<file path="src/rtl/decoder_scan_seq.sv">
// rtl/decoder_scan_seq.sv - scan sequencer driving select/enable of a 3-to-8 decoder stage
//
// Purpose:
//   Steps through the set bits of a channel mask in ascending order. Each
//   channel is held with EN high for DWELL+1 cycles. Between channels there
//   is one EN-low break-before-make cycle. Supports single-pass (DONE pulse
//   on completion) and continuous wrap, with START/STOP control.
//
// Ports:
//   CLK    in   clock, rising edge
//   RST    in   asynchronous active-high reset
//   START  in   begin scan (only honoured in IDLE with STOP low and MASK!=0)
//   STOP   in   abort scan, checked every cycle, beats START and completion
//   MODE   in   0 = single pass, 1 = continuous wrap (sampled at wrap time)
//   MASK   in   channel enable mask, latched on accepted START
//   DWELL  in   hold time minus one, latched on accepted START
//   A,B,C  out  channel select, A = MSB
//   EN     out  decoder enable
//   BUSY   out  high in any non-IDLE state
//   DONE   out  one-cycle pulse at normal single-pass completion

module decoder_scan_seq #(
  parameter int DWELL_W = 8
) (
  input  logic               CLK,
  input  logic               RST,
  input  logic               START,
  input  logic               STOP,
  input  logic               MODE,
  input  logic [7:0]         MASK,
  input  logic [DWELL_W-1:0] DWELL,
  output logic               A,
  output logic               B,
  output logic               C,
  output logic               EN,
  output logic               BUSY,
  output logic               DONE
);

  typedef enum logic [1:0] {
    S_IDLE   = 2'd0,
    S_ACTIVE = 2'd1,
    S_BLANK  = 2'd2
  } state_t;

  state_t             state_q, state_d;
  logic [2:0]         sel_q, sel_d;
  logic               en_q, en_d;
  logic               busy_q, busy_d;
  logic               done_q, done_d;
  logic [DWELL_W-1:0] cnt_q, cnt_d;
  logic [7:0]         mask_q, mask_d;
  logic [DWELL_W-1:0] dwell_q, dwell_d;

  // Lowest set bit of m at index >= from. Result is {found, index}.
  function automatic logic [3:0] first_set(input logic [7:0] m, input int from);
    logic [3:0] r;
    r = 4'b0;
    for (int i = 7; i >= 0; i--) begin
      if (i >= from && m[i]) r = {1'b1, 3'(i)};
    end
    return r;
  endfunction

  logic [3:0] lo_live;  // lowest channel of the incoming MASK
  logic [3:0] lo_lat;   // lowest channel of the latched mask (wrap target)
  logic [3:0] nxt_hi;   // next channel above the current one

  assign lo_live = first_set(MASK, 0);
  assign lo_lat  = first_set(mask_q, 0);
  assign nxt_hi  = first_set(mask_q, int'(sel_q) + 1);

  always_ff @(posedge CLK or posedge RST) begin
    if (RST) begin
      state_q <= S_IDLE;
      sel_q   <= 3'd0;
      en_q    <= 1'b0;
      busy_q  <= 1'b0;
      done_q  <= 1'b0;
      cnt_q   <= '0;
      mask_q  <= 8'd0;
      dwell_q <= '0;
    end else begin
      state_q <= state_d;
      sel_q   <= sel_d;
      en_q    <= en_d;
      busy_q  <= busy_d;
      done_q  <= done_d;
      cnt_q   <= cnt_d;
      mask_q  <= mask_d;
      dwell_q <= dwell_d;
    end
  end

  always_comb begin
    state_d = state_q;
    sel_d   = sel_q;
    en_d    = en_q;
    busy_d  = busy_q;
    done_d  = 1'b0;
    cnt_d   = cnt_q;
    mask_d  = mask_q;
    dwell_d = dwell_q;

    unique case (state_q)
      S_IDLE: begin
        en_d   = 1'b0;
        busy_d = 1'b0;
        // lo_live[3] doubles as the MASK != 0 test
        if (START && !STOP && lo_live[3]) begin
          mask_d  = MASK;
          dwell_d = DWELL;
          sel_d   = lo_live[2:0];
          en_d    = 1'b1;
          busy_d  = 1'b1;
          cnt_d   = '0;
          state_d = S_ACTIVE;
        end
      end

      S_ACTIVE: begin
        if (STOP) begin
          en_d    = 1'b0;
          busy_d  = 1'b0;
          state_d = S_IDLE;
        end else if (cnt_q == dwell_q) begin
          // Every exit drops EN on the same edge the select may move, so the
          // decoder never sees a select change while enabled.
          en_d  = 1'b0;
          cnt_d = '0;
          if (nxt_hi[3]) begin
            sel_d   = nxt_hi[2:0];
            state_d = S_BLANK;
          end else if (MODE && lo_lat[3]) begin
            sel_d   = lo_lat[2:0];
            state_d = S_BLANK;
          end else begin
            busy_d  = 1'b0;
            done_d  = 1'b1;
            state_d = S_IDLE;
          end
        end else begin
          cnt_d = cnt_q + 1'b1;
        end
      end

      S_BLANK: begin
        if (STOP) begin
          en_d    = 1'b0;
          busy_d  = 1'b0;
          state_d = S_IDLE;
        end else begin
          en_d    = 1'b1;
          state_d = S_ACTIVE;
        end
      end

      default: begin
        en_d    = 1'b0;
        busy_d  = 1'b0;
        state_d = S_IDLE;
      end
    endcase
  end

  assign A    = sel_q[2];
  assign B    = sel_q[1];
  assign C    = sel_q[0];
  assign EN   = en_q;
  assign BUSY = busy_q;
  assign DONE = done_q;

endmodule

</file>
<file path="config.mk">
export PLATFORM = sky130hd
export DESIGN_NAME = decoder_scan_seq
export DESIGN_NICKNAME = d
export VERILOG_FILES = /design/src/rtl/decoder_scan_seq.sv
export SDC_FILE = /design/constraint.sdc
export NUM_CORES = 1
export LEC_CHECK = 0
export ABC_CLOCK_PERIOD_IN_PS = 2100
export BUFFER_PORTS_ARGS = -buffer_cell sky130_fd_sc_hd__buf_4
export CAP_MARGIN = 20
export CORE_AREA = 4 4 102 75
export CTS_CLUSTER_DIAMETER = 100
export DETAILED_ROUTE_END_ITERATION = 10
export DIE_AREA = 0 0 106 79
export GPL_TIMING_DRIVEN = 0
export PLACE_DENSITY_LB_ADDON = 0.3
export SLEW_MARGIN = 20
export SYNTH_ARGS = -nofsm -noshare
export SYNTH_HDL_FRONTEND = slang
export SYNTH_SLANG_ARGS = --single-unit
export TNS_END_PERCENT = 30
</file>
<file path="constraint.sdc">
create_clock -name CLK -period 2.1 [get_ports CLK]
set_input_delay 0.21 -clock CLK [delete_from_list [all_inputs] [get_ports CLK]]
set_output_delay 0.21 -clock CLK [all_outputs]
set_load 0.01 [all_outputs]
</file>
After elaboration in Yosys (flattened, before gate mapping)
Index checks and enable logic that the tools add are counted.
W data, S select, Z words.
{ "totals": {"regBits": 32, "in_bits": 21, "output_inout_bits": 6, "wordCells": 105} }
{ "op_classes": {"n_addsub": 2, "order_cmp": 8, "eq_ne": 11, "mux": 57, "n_reduce_logical": 19} }
{ "ops": {"columns": ["op", "n"], "rows": [
  ["$mux W4", 24],
  ["$mux W8", 3],
  ["$ge A3 B4 Y1 const A", 4],
  ["$pmux W8 S2", 1],
  ["$mux W1", 15],
  ["$mux W3", 5],
  ["$ne A3 B3 Y1 const B", 4],
  ["$logic_and A1 B1 Y1", 11],
  ["$mux W2", 5],
  ["$add A8 B1 Y8 const B", 1],
  ["$eq A8 B8 Y1", 1],
  ["$ge A1 B4 Y1 const A", 2],
  ["$ge A2 B4 Y1 const A", 2],
  ["$ne A2 B2 Y1 const B", 4],
  ["$pmux W1 S3", 2],
  ["$pmux W2 S3", 1],
  ["$pmux W3 S2", 1],
  ["$reduce_and A5 Y1", 1],
  ["$add A3 B1 Y4 const B", 1],
  ["$reduce_and A2 Y1", 2],
  ["$reduce_and A4 Y1", 1],
  ["$reduce_and A3 Y1", 1],
  ["$eq A2 B1 Y1 const B", 1],
  ["$eq A2 B2 Y1 const B", 1],
  ["other kinds (3)", 3]
]} }

Longest topological paths before layout
{ "logic_depth": {"depth_word": 15, "ltp_mapped": 8, "depth_no_buf": 8} }

Worst setup path after synthesis
No wires, ideal clock.
{ "synth_timing": {"path_type": "flip-flop to flip-flop", "start": "register sel_q[1]", "end": "register sel_q[1]", "setup_ns": 0.128, "t_arrival_ns": 2.063, "required_ns": 1.972, "path_slack_ns": -0.091, "stages_incl_launch_ff": 9, "path_buffers": 0, "period_less_slack_ns": 2.191, "path_cell_list": "dfrtp_1 > inv_1 > ha_1 > nand2b_1 > o21ai_0 > a211oi_1 > nor4_2 > o21ai_2 > mux2_1"} }
{ "synth_between": {"elab_chain_cells": 15, "word_cells_on_any_way": 31, "cone_classes": "add/sub (1); order compare (8); eq/ne (1); mux (12); reduce/logical (9)"} }
{ "synth_rtl": {"columns": ["item", "line", "text"], "rows": [
  ["start, declared", "47", "logic [2:0] sel_q, sel_d;"],
  ["start signal, assigned", "85", "sel_q <= sel_d;"],
  ["$add A3 B1 Y4 (*)", "71", "assign nxt_hi = first_set(mask_q, int'(sel_q) + 1);"],
  ["$ge A3 B4 Y1", "60", "if (i >= from && m[i]) r = {1'b1, 3'(i)};"],
  ["$logic_and A1 B1 Y1", "60", null],
  ["$mux W4 (7 in a row)", "60", null],
  ["$mux W4 (*)", "60", null],
  ["$mux W3", "131", "if (nxt_hi[3]) begin"],
  ["$mux W3", "126", "end else if (cnt_q == dwell_q) begin"],
  ["$mux W3", "122", "if (STOP) begin"],
  ["$pmux W3 S2", "105", "unique case (state_q)"]
]} }
Every way passes the cells marked *; elsewhere a longest branch is shown, timed or not. The select of a mux whose other input is x is not followed.
A chain may end at the register's enable or synchronous reset.

Worst setup path in the final report
{ "layout_timing": {"start": "register dwell_q[6]", "end": "register sel_q[1]"} }
{ "layout_between": {"elab_chain_cells": 3} }
{ "layout_rtl": {"columns": ["item", "line", "text"], "rows": [
  ["start, declared", "53", "logic [DWELL_W-1:0] dwell_q, dwell_d;"],
  ["start signal, assigned", "91", "dwell_q <= dwell_d;"],
  ["$eq A8 B8 Y1", "126", null],
  ["$ne A2 B2 Y1 (no line)", null, null],
  ["$reduce_and A5 Y1 (no line)", null, null]
]} }
No other way between the ends.

==> results.md <==
- The cell family contributing the most delay on the critical path is simple AND/OR/NAND/NOR gates.
- The accumulated negative setup slack is 0 ns.
- The worst hold margin is 0.03354 ns.
- The number of global-route vias before repair is 1527.
- The sum of net half-perimeters after detailed placement is 3.326 mm.
- The gate count after technology mapping is 186.
- From synthesis to final layout, the design area changed by 39.21%.
- Once placement completed, the tool counted placed cells totaling 306.
- The design area is 2696 um^2.
- Setup repair after global routing could not meet its margin everywhere.
- The portion of synthesized area spent on multiplexers is 12.08%.
- The total number of vias is 1567.
- The routed wire length per instance is 14.30 um.
- Across the run, the number of max-cap violations was 0.
- The initial utilization of the core area, before any placement, comes to 29.21%.
- The setup-violating endpoint count in the final report is 0.
- In the final design database the tool counted 262 nets.
- The flow ran to the end, and the final reports show no timing, DRC or antenna violations.
- The critical path capture point type is a flop.
- The mean number of vias per cell is 4.720.
- The areal power density over the cells is 968.8 nW/um^2.
- In this run the biggest area consumer among cell types represents 41.34% of the synthesized area.
- In this run, synthesis produced a sequential element count of 32.
- The final-report max-slew violation count is 0.
- The kind of start point of the critical path is a flop.
- In this design, the stage delay of the slowest critical-path cell is 0.44 ns.
- The worst path arrival time is 2.25 ns.
- The clock period could shrink to 2.072 ns.
- Counting instances in the post-synthesis netlist gives the leading cell types as dfrtp_1 (32), nor2_1 (20), xor2_1 (14).
- The total area of sequential cells is 807.0 um^2.
- The number of sinks handled by clock tree synthesis is 32.
- The number of antenna cells inserted is 0.
- The post-synthesis xor/xnor area fraction is 6.783%.
- The slew at the pin with the worst max-slew slack is 0.6915 ns.
- No sink is reached through more buffers than the 2 on the longest clock path.
- The count of nets left with antenna violations once routing finished came out at 0.
- The floorplan die width is 106 um.
- Summed over all cells, the static leakage comes to 0.001190 uW.
- The count of synthesis-stage warnings from yosys is 0.
- The number of antenna violations at the first check in global routing is 0.
- The overall die area is 8374 um^2.
- The total nets after synthesis is 211.
- The maximum VDD drop is 0.3762 mV.
- The number of hold buffers added after CTS is 0.
- The CTS root buffer is clkbuf_8.
- The post-route netlist has 45.38% of its cells at a drive strength greater than 1.
- Traced cell by cell, the critical path runs through xor2_1 -> nor4_1 -> nand2_1 -> or3_4 -> o21ai_4 -> mux2_4.
- The hold violation total from the final report was 0.
- The count of TritonRoute iterations in the first routing pass is 4.
- The critical-path cell with the highest stage delay is or3_4.
- For this block, the initial DRC count from the detailed router was 81.
- Input and output buffers added on the ports amount to 26.
- After detailed placement, the total cell area comes to 2262 um^2.
- The maximum level of the CTS H-tree is 2.
- The cell area that synthesis handed to floorplanning was 1937 um^2.
- The final critical-path share of the clock period is 98.64%.
- The final layout contains routed wiring with a total length of 4.747 mm.
- The synthesized area divided by synthesized cell count is 10.41 um^2.
- The core region is 6631 um^2.
- The share of synthesized area occupied by flip-flops and latches is 41.34%.
- In the synthesized netlist the dominant register cell turns out to be dfrtp_1.
- The type of the worst setup path is flop to flop.
- Summed over all layers, the global routing overflow is 0.
- The CTS buffer count is 5.
- In the global route stage, overall resource usage came out at 11.85%.
- Summing the areas of all and, or, nand and nor instances in the mapped netlist gives 17.51% of the synthesized area.
- 27 I/O pins were placed.
- The share of total power dissipated in the clock network is 24.8%.
- The maximum number of pins on one net before global-route repair is 33.
- The clock insertion delay at the later pin of the skew report is 0.29 ns.
- The type of the worst min-delay path is input pin to async pin.
- The required time at the worst-slack endpoint is 2.27 ns.
- The switching power total is 924.3 uW.
- After synthesis, the largest family of logic cells by area is simple AND/OR/NAND/NOR gates.
- The area of the multi-input gates is 1225 um^2.
- After clock tree synthesis, the clock-pin slew on the worst setup and hold paths is 0.07 ns.
- Sequential cells account for 34.0% of the total power.
- The height of the chip is 79 um.
- Net switching is 35.38% of the power.
- The clock tree from TritonCTS is yes.
- In this run the core area contains 25 standard-cell rows.
- The number of buffers and inverters on the critical path is 0.
- For this run, design rule violations remaining after detail routing come to 0.
- On the final layout, the worst clock skew is 0.008565 ns.
- In the post-synthesis netlist, the biggest area contributors are dfrtp_1 (41%), xor2_1 (6.3%), mux2_2 (5.8%).
- The total internal power is 1688 uW.
- The congestion estimate from routability-driven global placement came to 0.8435.
- The share of synthesized cell area in full adder, half adder and majority cells is 2.584%.
- The number of filler instances in the final layout is 686.
- In this run the tightest slew margin relative to its limit is 53.83%.
- Of all flip-flops after synthesis, the portion carrying an async set or reset was 100.0%.
- The wire length of the first global-routing pass is 7.721 mm.
- The area fraction in compound gates after synthesis is 15.44%.
- The achievable clock frequency is 0.4827 GHz.
- The most common cell in the synthesized netlist is dfrtp_1.
- Along the worst path, the maximum fanout reaches 3.
- Once layout is complete, the cells apart from fillers number 332.
- Combinational logic burns 41.2% of the power.
- The biggest area contributor in the post-synthesis netlist is dfrtp_1.
- The number of library cell types mapped by synthesis is 46.
- Counting flops with a built-in enable in the synthesized netlist gives 0.
[worst reg2reg max path: stages, from the launching register on]
cell	delay [ns]
dfrtp_1	0.40
xor2_1	0.17
nor4_1	0.29
nand2_1	0.16
or3_4	0.44
o21ai_4	0.19
mux2_4	0.31
[power by group through the flow]
stage	registers, uW	clock network [uW]	logic [uW]
floorplan	845	0	535
global placement	876	0	730
detailed placement	876	0	737
CTS	884	677	905
global route	909	702	1180
finish	889	647	1080
[routing by layer]
metal  GRT usage, %  share of wire, %
met5              0                 0
met4          3.105               1.1
met3          3.899               5.4
met2          15.59                40
met1          18.17                53
[stage by stage]
step                      utilization (%)  total power [uW]  setup slack, ns
after floorplan                         -              1380        0.0004210
after global placement              34.11              1605          -0.2494
after detailed placement            34.11              1614          -0.2374
after CTS                           37.85              2466         0.009141
after global routing                40.66              2790         -0.06424
final                               40.66              2612          0.02848
[placed cells by master (no fill, tap or decap), types with 7 or more instances in the layout]
cell	n
mux2_2	10
clkbuf_8	7
buf_4	42
dfrtp_1	27
inv_1	8
nand2_1	10
xor2_1	14
nor2_1	20
mux2_4	7
o21ai_0	7
[logic make-up (layout without fill, tap and decap cells)]
kind of cell	Yosys count	in the layout
buffers and inverters	13	65
and+or+nand+nor	63	63
xor gates and xnor gates	15	15
muxes	19	19
adders and majority gates	4	4
AOI/OAI and AO/OA	40	40
DFF	32	32
[registers in the layout, indices dropped and copies added, names as in the netlist]
signal,count
cnt_q,8
dwell_q,8
mask_q,8
sel_q,3
state_q,2
BUSY,1
DONE,1
EN,1
[worst paths after layout]
check / from / slack [ns] / cells past startpoint / end
worst min-delay path: RST / 0.03 / 2 / dwell_q[0]
worst max-delay path: dwell_q[6] / 0.03 / 6 / sel_q[1]
worst min register to register: EN / 0.52 / 1 / EN
worst max register to register: dwell_q[6] / 0.03 / 6 / sel_q[1]
max in group asynchronous: RST / 1.57 / 2 / cnt_q[0]
min in group CLK: DWELL[5] / 0.15 / 2 / dwell_q[5]
[area by class of cell]
cell class | count | share of cell area [%]
Clock inverter | 1 | 1.114
Tap cell | 94 | 4.362
Buffer | 3 | 1.671
Inverter | 10 | 1.392
Clock buffer | 7 | 3.573
Timing Repair Buffer | 44 | 12.53
Sequential cell | 32 | 29.93
Multi-Input combinational cell | 141 | 45.43
[repair_timing]
item                       4_1_cts  5_1_grt
setup endpoints to repair        4        4
resized for setup               18       17
buffers inserted                 5       13
pin swaps                       11       12
No activity file was read; power rests on OpenSTA's default activity.
